--- src/rtl/power_switch_ack_emu.sv ---
// Behavioural power-switch model: per-domain ramp FSM that turns switch_n requests into
// delayed ack_n responses, with abort pulses, busy status and a saturating power-off count.
module power_switch_ack_emu #(
  parameter int NUM_DOMAINS = 2,
  parameter int ON_LATENCY  = 16,
  parameter int OFF_LATENCY = 16,
  parameter int CNT_W       = 16
) (
  input  logic                   clk_i,
  input  logic                   rst_ni,
  input  logic [NUM_DOMAINS-1:0] switch_n_i,
  output logic [NUM_DOMAINS-1:0] ack_n_o,
  output logic [NUM_DOMAINS-1:0] busy_o,
  output logic [NUM_DOMAINS-1:0] abort_o,
  output logic [CNT_W-1:0]       off_count_o
);

  localparam int MAX_LAT = (ON_LATENCY > OFF_LATENCY) ? ON_LATENCY : OFF_LATENCY;
  localparam int RAMP_W  = $clog2(MAX_LAT) + 1;
  // The entry edge already counts as the first ramp edge, so only L-1 edges remain.
  localparam logic [RAMP_W-1:0] ON_LOAD  = RAMP_W'(ON_LATENCY - 1);
  localparam logic [RAMP_W-1:0] OFF_LOAD = RAMP_W'(OFF_LATENCY - 1);

  if (ON_LATENCY < 1 || ON_LATENCY > 1023 || OFF_LATENCY < 1 || OFF_LATENCY > 1023) begin : g_bad_latency
    $error("power_switch_ack_emu: ON_LATENCY/OFF_LATENCY must be within 1..1023");
  end

  typedef enum logic [1:0] {
    ST_ON,
    ST_RAMP_DOWN,
    ST_OFF,
    ST_RAMP_UP
  } state_e;

  state_e                 state_q [NUM_DOMAINS];
  state_e                 state_d [NUM_DOMAINS];
  logic [RAMP_W-1:0]      ramp_q  [NUM_DOMAINS];
  logic [RAMP_W-1:0]      ramp_d  [NUM_DOMAINS];
  logic [NUM_DOMAINS-1:0] ack_n_q, ack_n_d;
  logic [NUM_DOMAINS-1:0] busy_q, busy_d;
  logic [NUM_DOMAINS-1:0] abort_q, abort_d;
  logic [NUM_DOMAINS-1:0] off_done;
  logic [CNT_W-1:0]       off_count_q, off_count_d;

  always_comb begin
    for (int i = 0; i < NUM_DOMAINS; i++) begin
      state_d[i]  = state_q[i];
      ramp_d[i]   = ramp_q[i];
      ack_n_d[i]  = ack_n_q[i];
      busy_d[i]   = busy_q[i];
      abort_d[i]  = 1'b0;
      off_done[i] = 1'b0;
      case (state_q[i])
        ST_ON: begin
          if (switch_n_i[i]) begin
            if (OFF_LATENCY == 1) begin
              state_d[i]  = ST_OFF;
              ack_n_d[i]  = 1'b1;
              off_done[i] = 1'b1;
            end else begin
              state_d[i] = ST_RAMP_DOWN;
              ramp_d[i]  = OFF_LOAD;
              busy_d[i]  = 1'b1;
            end
          end
        end
        ST_RAMP_DOWN: begin
          if (!switch_n_i[i]) begin
            abort_d[i] = 1'b1;
            if (ON_LATENCY == 1) begin
              state_d[i] = ST_ON;
              busy_d[i]  = 1'b0;
            end else begin
              state_d[i] = ST_RAMP_UP;
              ramp_d[i]  = ON_LOAD;
            end
          end else if (ramp_q[i] == RAMP_W'(1)) begin
            state_d[i]  = ST_OFF;
            ack_n_d[i]  = 1'b1;
            busy_d[i]   = 1'b0;
            off_done[i] = 1'b1;
          end else begin
            ramp_d[i] = ramp_q[i] - RAMP_W'(1);
          end
        end
        ST_OFF: begin
          if (!switch_n_i[i]) begin
            if (ON_LATENCY == 1) begin
              state_d[i] = ST_ON;
              ack_n_d[i] = 1'b0;
            end else begin
              state_d[i] = ST_RAMP_UP;
              ramp_d[i]  = ON_LOAD;
              busy_d[i]  = 1'b1;
            end
          end
        end
        ST_RAMP_UP: begin
          if (switch_n_i[i]) begin
            abort_d[i] = 1'b1;
            if (OFF_LATENCY == 1) begin
              state_d[i]  = ST_OFF;
              ack_n_d[i]  = 1'b1;
              busy_d[i]   = 1'b0;
              off_done[i] = 1'b1;
            end else begin
              state_d[i] = ST_RAMP_DOWN;
              ramp_d[i]  = OFF_LOAD;
            end
          end else if (ramp_q[i] == RAMP_W'(1)) begin
            state_d[i] = ST_ON;
            ack_n_d[i] = 1'b0;
            busy_d[i]  = 1'b0;
          end else begin
            ramp_d[i] = ramp_q[i] - RAMP_W'(1);
          end
        end
        default: begin
          state_d[i] = ST_ON;
        end
      endcase
    end
  end

  // Add one per completing domain, stopping at all-ones so the count never wraps.
  always_comb begin
    off_count_d = off_count_q;
    for (int i = 0; i < NUM_DOMAINS; i++) begin
      if (off_done[i] && (off_count_d != {CNT_W{1'b1}})) begin
        off_count_d = off_count_d + CNT_W'(1);
      end
    end
  end

  always_ff @(posedge clk_i or negedge rst_ni) begin
    if (!rst_ni) begin
      for (int i = 0; i < NUM_DOMAINS; i++) begin
        state_q[i] <= ST_ON;
        ramp_q[i]  <= '0;
      end
      ack_n_q     <= '0;
      busy_q      <= '0;
      abort_q     <= '0;
      off_count_q <= '0;
    end else begin
      for (int i = 0; i < NUM_DOMAINS; i++) begin
        state_q[i] <= state_d[i];
        ramp_q[i]  <= ramp_d[i];
      end
      ack_n_q     <= ack_n_d;
      busy_q      <= busy_d;
      abort_q     <= abort_d;
      off_count_q <= off_count_d;
    end
  end

  assign ack_n_o     = ack_n_q;
  assign busy_o      = busy_q;
  assign abort_o     = abort_q;
  assign off_count_o = off_count_q;

  a_switch_known: assert property (@(posedge clk_i) disable iff (!rst_ni) !$isunknown(switch_n_i));

endmodule

--- config.mk ---
export PLATFORM = sky130hd
export DESIGN_NAME = power_switch_ack_emu
export DESIGN_NICKNAME = d
export VERILOG_FILES = /design/src/rtl/power_switch_ack_emu.sv
export SDC_FILE = /design/constraint.sdc
export NUM_CORES = 1
export LEC_CHECK = 0
export ABC_AREA = 0
export BUFFER_PORTS_ARGS = -buffer_cell sky130_fd_sc_hd__buf_2
export CAP_MARGIN = 20
export CORE_AREA = 2 2 69 71
export DETAILED_ROUTE_END_ITERATION = 16
export DIE_AREA = 0 0 71 73
export MAX_ROUTING_LAYER = met4
export PLACE_DENSITY = 0.77
export SLEW_MARGIN = 5
export SYNTH_ARGS = -nofsm -noshare
export SYNTH_HDL_FRONTEND = slang
export SYNTH_SLANG_ARGS = --single-unit
--- constraint.sdc ---
create_clock -name clk_i -period 3.31 [get_ports clk_i]
set_input_delay 0.662 -clock clk_i [delete_from_list [all_inputs] [get_ports clk_i]]
set_output_delay 0.662 -clock clk_i [all_outputs]
set_load 0.01 [all_outputs]
======== Word level (Yosys, flattened, before mapping) ========
Index checks and enable logic that the tools add are counted.
storage, ports and cells
  memory bits (writable) .................. 0
  memories ................................ 0
  register bits after elaboration ......... 36
  output and inout bits ................... 22
  memory bits (read-only) ................. 0
  word-level logic and storage cells ...... 116
  latch bits .............................. 0
operators by class
  divide/modulo/power cells ............... 0
  shift-type cells ........................ 0
  bitwise operators ....................... 0
  add/sub/neg operators ................... 4
  $lt $le $gt $ge ......................... 0
  multiply operators ...................... 0
  reductions and logical operators ........ 14
  equal/unequal tests ..................... 26
  mux-type cells .......................... 62
operators by type and width
  cell                     number
  $mux W5                  10
  $pmux W5 S4              2
  $add A16 B1 Y16 const B  2
  $mux W16                 2
  $ne A16 B16 Y1 const B   2
  $mux W1                  28
  $mux W2                  12
  $ne A2 B2 Y1 const B     12
  $pmux W2 S4              2
  $reduce_and A4 Y1        4
  $ne A3 B3 Y1 const B     4
  $eq A5 B1 Y1 const B     2
  $reduce_and A5 Y1        2
  $sub A5 B1 Y5 const B    2
  $eq A2 B2 Y1 const B     4
  $pmux W1 S2              4
  $pmux W1 S4              2
  $eq A2 B1 Y1 const B     2
  $logic_not A2 Y1         2
  $reduce_and A2 Y1        2
  $reduce_bool A2 Y1       2
  $logic_and A1 B1 Y1      2

======== Longest topological paths before layout ========
  word-level depth ........................ 9
  depth in mapped cells ................... 12
  gate-level depth less buffers ........... 10

======== Worst setup path before layout ========
OpenSTA, ideal clock, no wires.
  kind .................................... input -> register
  from .................................... input switch_n_i[0]
  to ...................................... register off_count_q[3] (netlist: off_count_o[3])
  data arrival time ....................... 2880 ps
  path slack .............................. 306 ps
  buffers on the path ..................... 1
  cell stages on the path ................. 9
  cell sequence ........................... clkbuf_1 -> nand2_1 -> or3_4 -> a2111oi_4 -> o21ai_1 -> or3b_4 -> o21ai_4 -> nor4_1 -> o31a_1
between the ends
  longest elaborated chain between the ends .. 7
  elaborated cells between the ends (all ways) .. 8
RTL lines
  what                                                     RTL line  RTL
  start, declared                                          11        input logic [NUM_DOMAINS-1:0] switch_n_i,
  $mux W1 *                                                68        if (!switch_n_i[i]) begin
  $mux W1 *                                                53        case (state_q[i])
  $logic_and A1 B1 Y1 *                                    129       if (off_done[i] && (off_count_d != {CNT_W{1'b1}})) begin
  $mux W16 *                                               129
  branches (longest 2 deep; another with $add A16 B1 Y16)  -
  $mux W16 *                                               129
  net off_count_d[3]                                       43        logic [CNT_W-1:0] off_count_q, off_count_d;
  end signal, assigned                                     153       off_count_q <= off_count_d;
  end, declared                                            43
Mark *: on every way through the listed nets, which the timed path passes.
A chain may end at the register's enable or synchronous reset.

======== Final worst setup path ========
  from .................................... register ramp_q[6] (netlist name)
  to ...................................... register off_count_q[3] (netlist: off_count_o[3])
between the ends
  longest elaborated chain between the ends .. 9
  elaborated cells between the ends (all ways) .. 10
RTL lines
  what                                                     RTL line  RTL
  start, declared                                          37        logic [RAMP_W-1:0] ramp_q [NUM_DOMAINS];
  start signal, assigned by index                          148       ramp_q[i] <= ramp_d[i];
  $eq A5 B1 Y1 *                                           77        end else if (ramp_q[i] == RAMP_W'(1)) begin
  $mux W1 *                                                77
  $mux W1 *                                                68
  $mux W1 *                                                53
  $logic_and A1 B1 Y1 *                                    129
  $mux W16 *                                               129
  branches (longest 2 deep; another with $add A16 B1 Y16)  -
  $mux W16 *                                               129
  net off_count_d[3]                                       43
Marks and branches as above.

==> impl_metrics.json <==
{
  "status": "finished clean",
  "max-clock-path-buffers": 2,
  "worstPathMaxFanout": 6,
  "initial_core_util": 0.567,
  "ioPinCount": 26,
  "ys_warn_count": 0,
  "setup_viol": 0,
  "htreeDepth": 2,
  "avgSynthCellArea_um2": 9.11,
  "maxCapViolCount": 0,
  "synth_top_area_share": 0.351,
  "routabilityCongestion": 0.921,
  "synth_top_area_cell": "dfrtp_1",
  "synth_ff_type": "dfrtp_1",
  "end_kind": "flop",
  "clk_latency_ps": 300,
  "avgViaCountPerCell": 6.33,
  "rows": 25,
  "p_per_area_nw_per_um2": 449,
  "die_area_um2": 5180,
  "max-vdd-ir-drop_uv": 364,
  "nets": 332,
  "drive_gt1_frac": 0.224,
  "overflow": 0,
  "synth_edf_count": 0,
  "ys_seq_elements": 36,
  "cts.sinks": 36,
  "min_path_type": "input pin to asynchronous set/reset pin",
  "totalWireLength_um": 6000,
  "dr.pass1.iters": 4,
  "p_leak_uw": 0.00126,
  "syn_inst": 282,
  "period_share": 0.950,
  "cts_tree": "yes",
  "grt_max_degree": 37,
  "final_common_cell": "dfrtp_1",
  "cp_slowest_stage_delay_ps": 510,
  "cts-root-buf": "clkbuf_8",
  "yosysUniqueCellTypes": 55,
  "criticalPathCategory": "flop to flop",
  "dp_hpwl_um": 4080,
  "critPathSlowestCell": "or4b_4",
  "synthTopCellsByArea": "dfrtp_1, ha_1, a21oi_1",
  "area_growth_pct": 15.1,
  "finish.utilization": 0.652,
  "worst_pin_slew_ps": 824,
  "mostFrequentLayoutCells": "dfrtp_1, buf_2, nand2_1",
  "drc_errors": 0,
  "relSlewSlack": 0.451,
  "grt_use_total": 0.244,
  "grt_pass1_wl_um": 9810,
  "port_buffers": 25,
  "die_h_um": 73,
  "crit_path_frequent_cell": "nor4_4",
  "r2r-end": "off_count_o[3]",
  "coreArea_um2": 4540,
  "whs_ps": 453,
  "rr_worst_depth": 11,
  "crit_required_ps": 3490,
  "antenna_cells": 0,
  "ys_seq_area_frac": 0.351,
  "fmax_mhz": 318,
  "grt_pass1_vias": 2139,
  "clk_pin_slew_ps": 80,
  "antenna_found_initial": 0,
  "drv_slew": 0,
  "syn_nets": 301,
  "syn_area_um2": 2570,
  "wl_per_cell_um": 16.4,
  "hold_viol": 0,
  "cp_data_arrival_time_ps": 3320,
  "synthArstFlopShare": 1.00,
  "rr_startpoint": "ramp_q[6]",
  "hold_buffers": 0,
  "crit_chain": "inv_2 > ha_4 > or4b_4 > buf_6 > nor4_4 > o22ai_2 > nor4_4 > or3b_4 > o21ai_4 > nor4_1 > o31a_1",
  "min_period_ps": 3140,
  "r2r_slack_ps": 170,
  "skew_ps": 10.8,
  "ant_nets": 0,
  "crit_path_start_kind": "flop",
  "vias": 2324,
  "cts_buffers": 5,
  "drtIter0Drc": 137,
  "die_w_um": 71
}
-- layout make-up --
class,instances,area [um^2]
multi-input combinational,225,1660
inverter,11,41.3
fill,367,1580
tap,54,67.6
clock buffer,7,96.3
timing repair buffer,34,196
sequential,36,901
-- state kept, by name, indices dropped and copies added, names as in the netlist --
signal	count
off_count_o	16
ramp_q	10
ack_n_o	2
abort_o	2
busy_o	2
state_q	4
-- routing by layer --
metal | vias up | part of all wire | track usage
li1 | 1105 | - | -
met1 | 1125 | 0.43 | 0.304
met2 | 85 | 0.50 | 0.399
met3 | 9 | 0.059 | 0.0470
met4 | 0 | 0.012 | 0.0860
met5 | - | 0 | -
-- cells by family after synthesis --
| family | after synthesis | share of synthesized area |
|---|---|---|
| adders and majority gates | 15 | 0.0730 |
| muxes | 9 | 0.0380 |
| and+or+nand+nor | 115 | 0.264 |
| xor gates and xnor gates | 20 | 0.0682 |
| DFF | 36 | 0.351 |
| buffers and inverters | 22 | 0.0360 |
| AOI/OAI and AO/OA | 65 | 0.170 |
-- how the worst max path moves through the flow --
stage	slack [ps]	endpoint	startpoint
2_1_floorplan	310	off_count_o[3]	switch_n_i[0]
3_3_place_gp	240	off_count_o[3]	ramp_q[6]
3_5_place_dp	160	off_count_o[3]	ramp_q[6]
4_1_cts	120	off_count_o[3]	ramp_q[6]
5_1_grt	-50	off_count_o[11]	ramp_q[6]
6_report	170	off_count_o[3]	ramp_q[6]
-- power by group --
group          switching (uW)  total, uW  internal [uW]  leakage [uW]
clock                     159        345            185     0.0000503
sequential               40.6        534            493      0.000435
combinational             273        449            176      0.000771
-- synthesized netlist by cell type, types with 3 or more instances --
master     n
nor2b_1    3
nor3_1     9
nor4_1     5
nor3b_1    3
o21ai_0   14
o31ai_1    5
and4_1     4
nand4_1    8
xnor2_1   11
mux2i_1    3
nand2_1   24
nand2b_1   4
a21oi_1   21
inv_1     11
a31oi_1    5
ha_1      15
and3_1     3
nor2_1    13
clkbuf_1   8
nand3_1   12
o31a_1     3
and2_1     4
mux2_2     6
dfrtp_1   36
nand3b_1   6
xor2_1     9
-- worst max-delay path: cells and delay by family, from the launching register on --
kind / cells / cell delay (ps)
simple gates: 5 / 1620
buf+inv: 2 / 230
compound gates: 3 / 660
fa+ha+maj: 1 / 130
flops: 1 / 400
-- per-stage QoR --
step	instance area, um^2	TNS (ps)	std cells	setup WS, ps	power [uW]
global route	2960	-47.5	367	-47.5	1430
finish	2960	0	367	165	1330
floorplan	2570	0	282	306	870
detailed placement	2760	0	356	158	984
global placement	2760	0	356	236	961
CTS	2850	0	363	117	1330
-- timing repair --
| action | 4_1_cts | 5_1_grt |
|---|---|---|
| buffers inserted | 0 | 3 |
| endpoints found under the hold margin | 0 | 0 |
| resized for setup | 0 | 14 |
| endpoints found under the setup margin | 0 | 4 |
(Power assumes the default switching activity.)
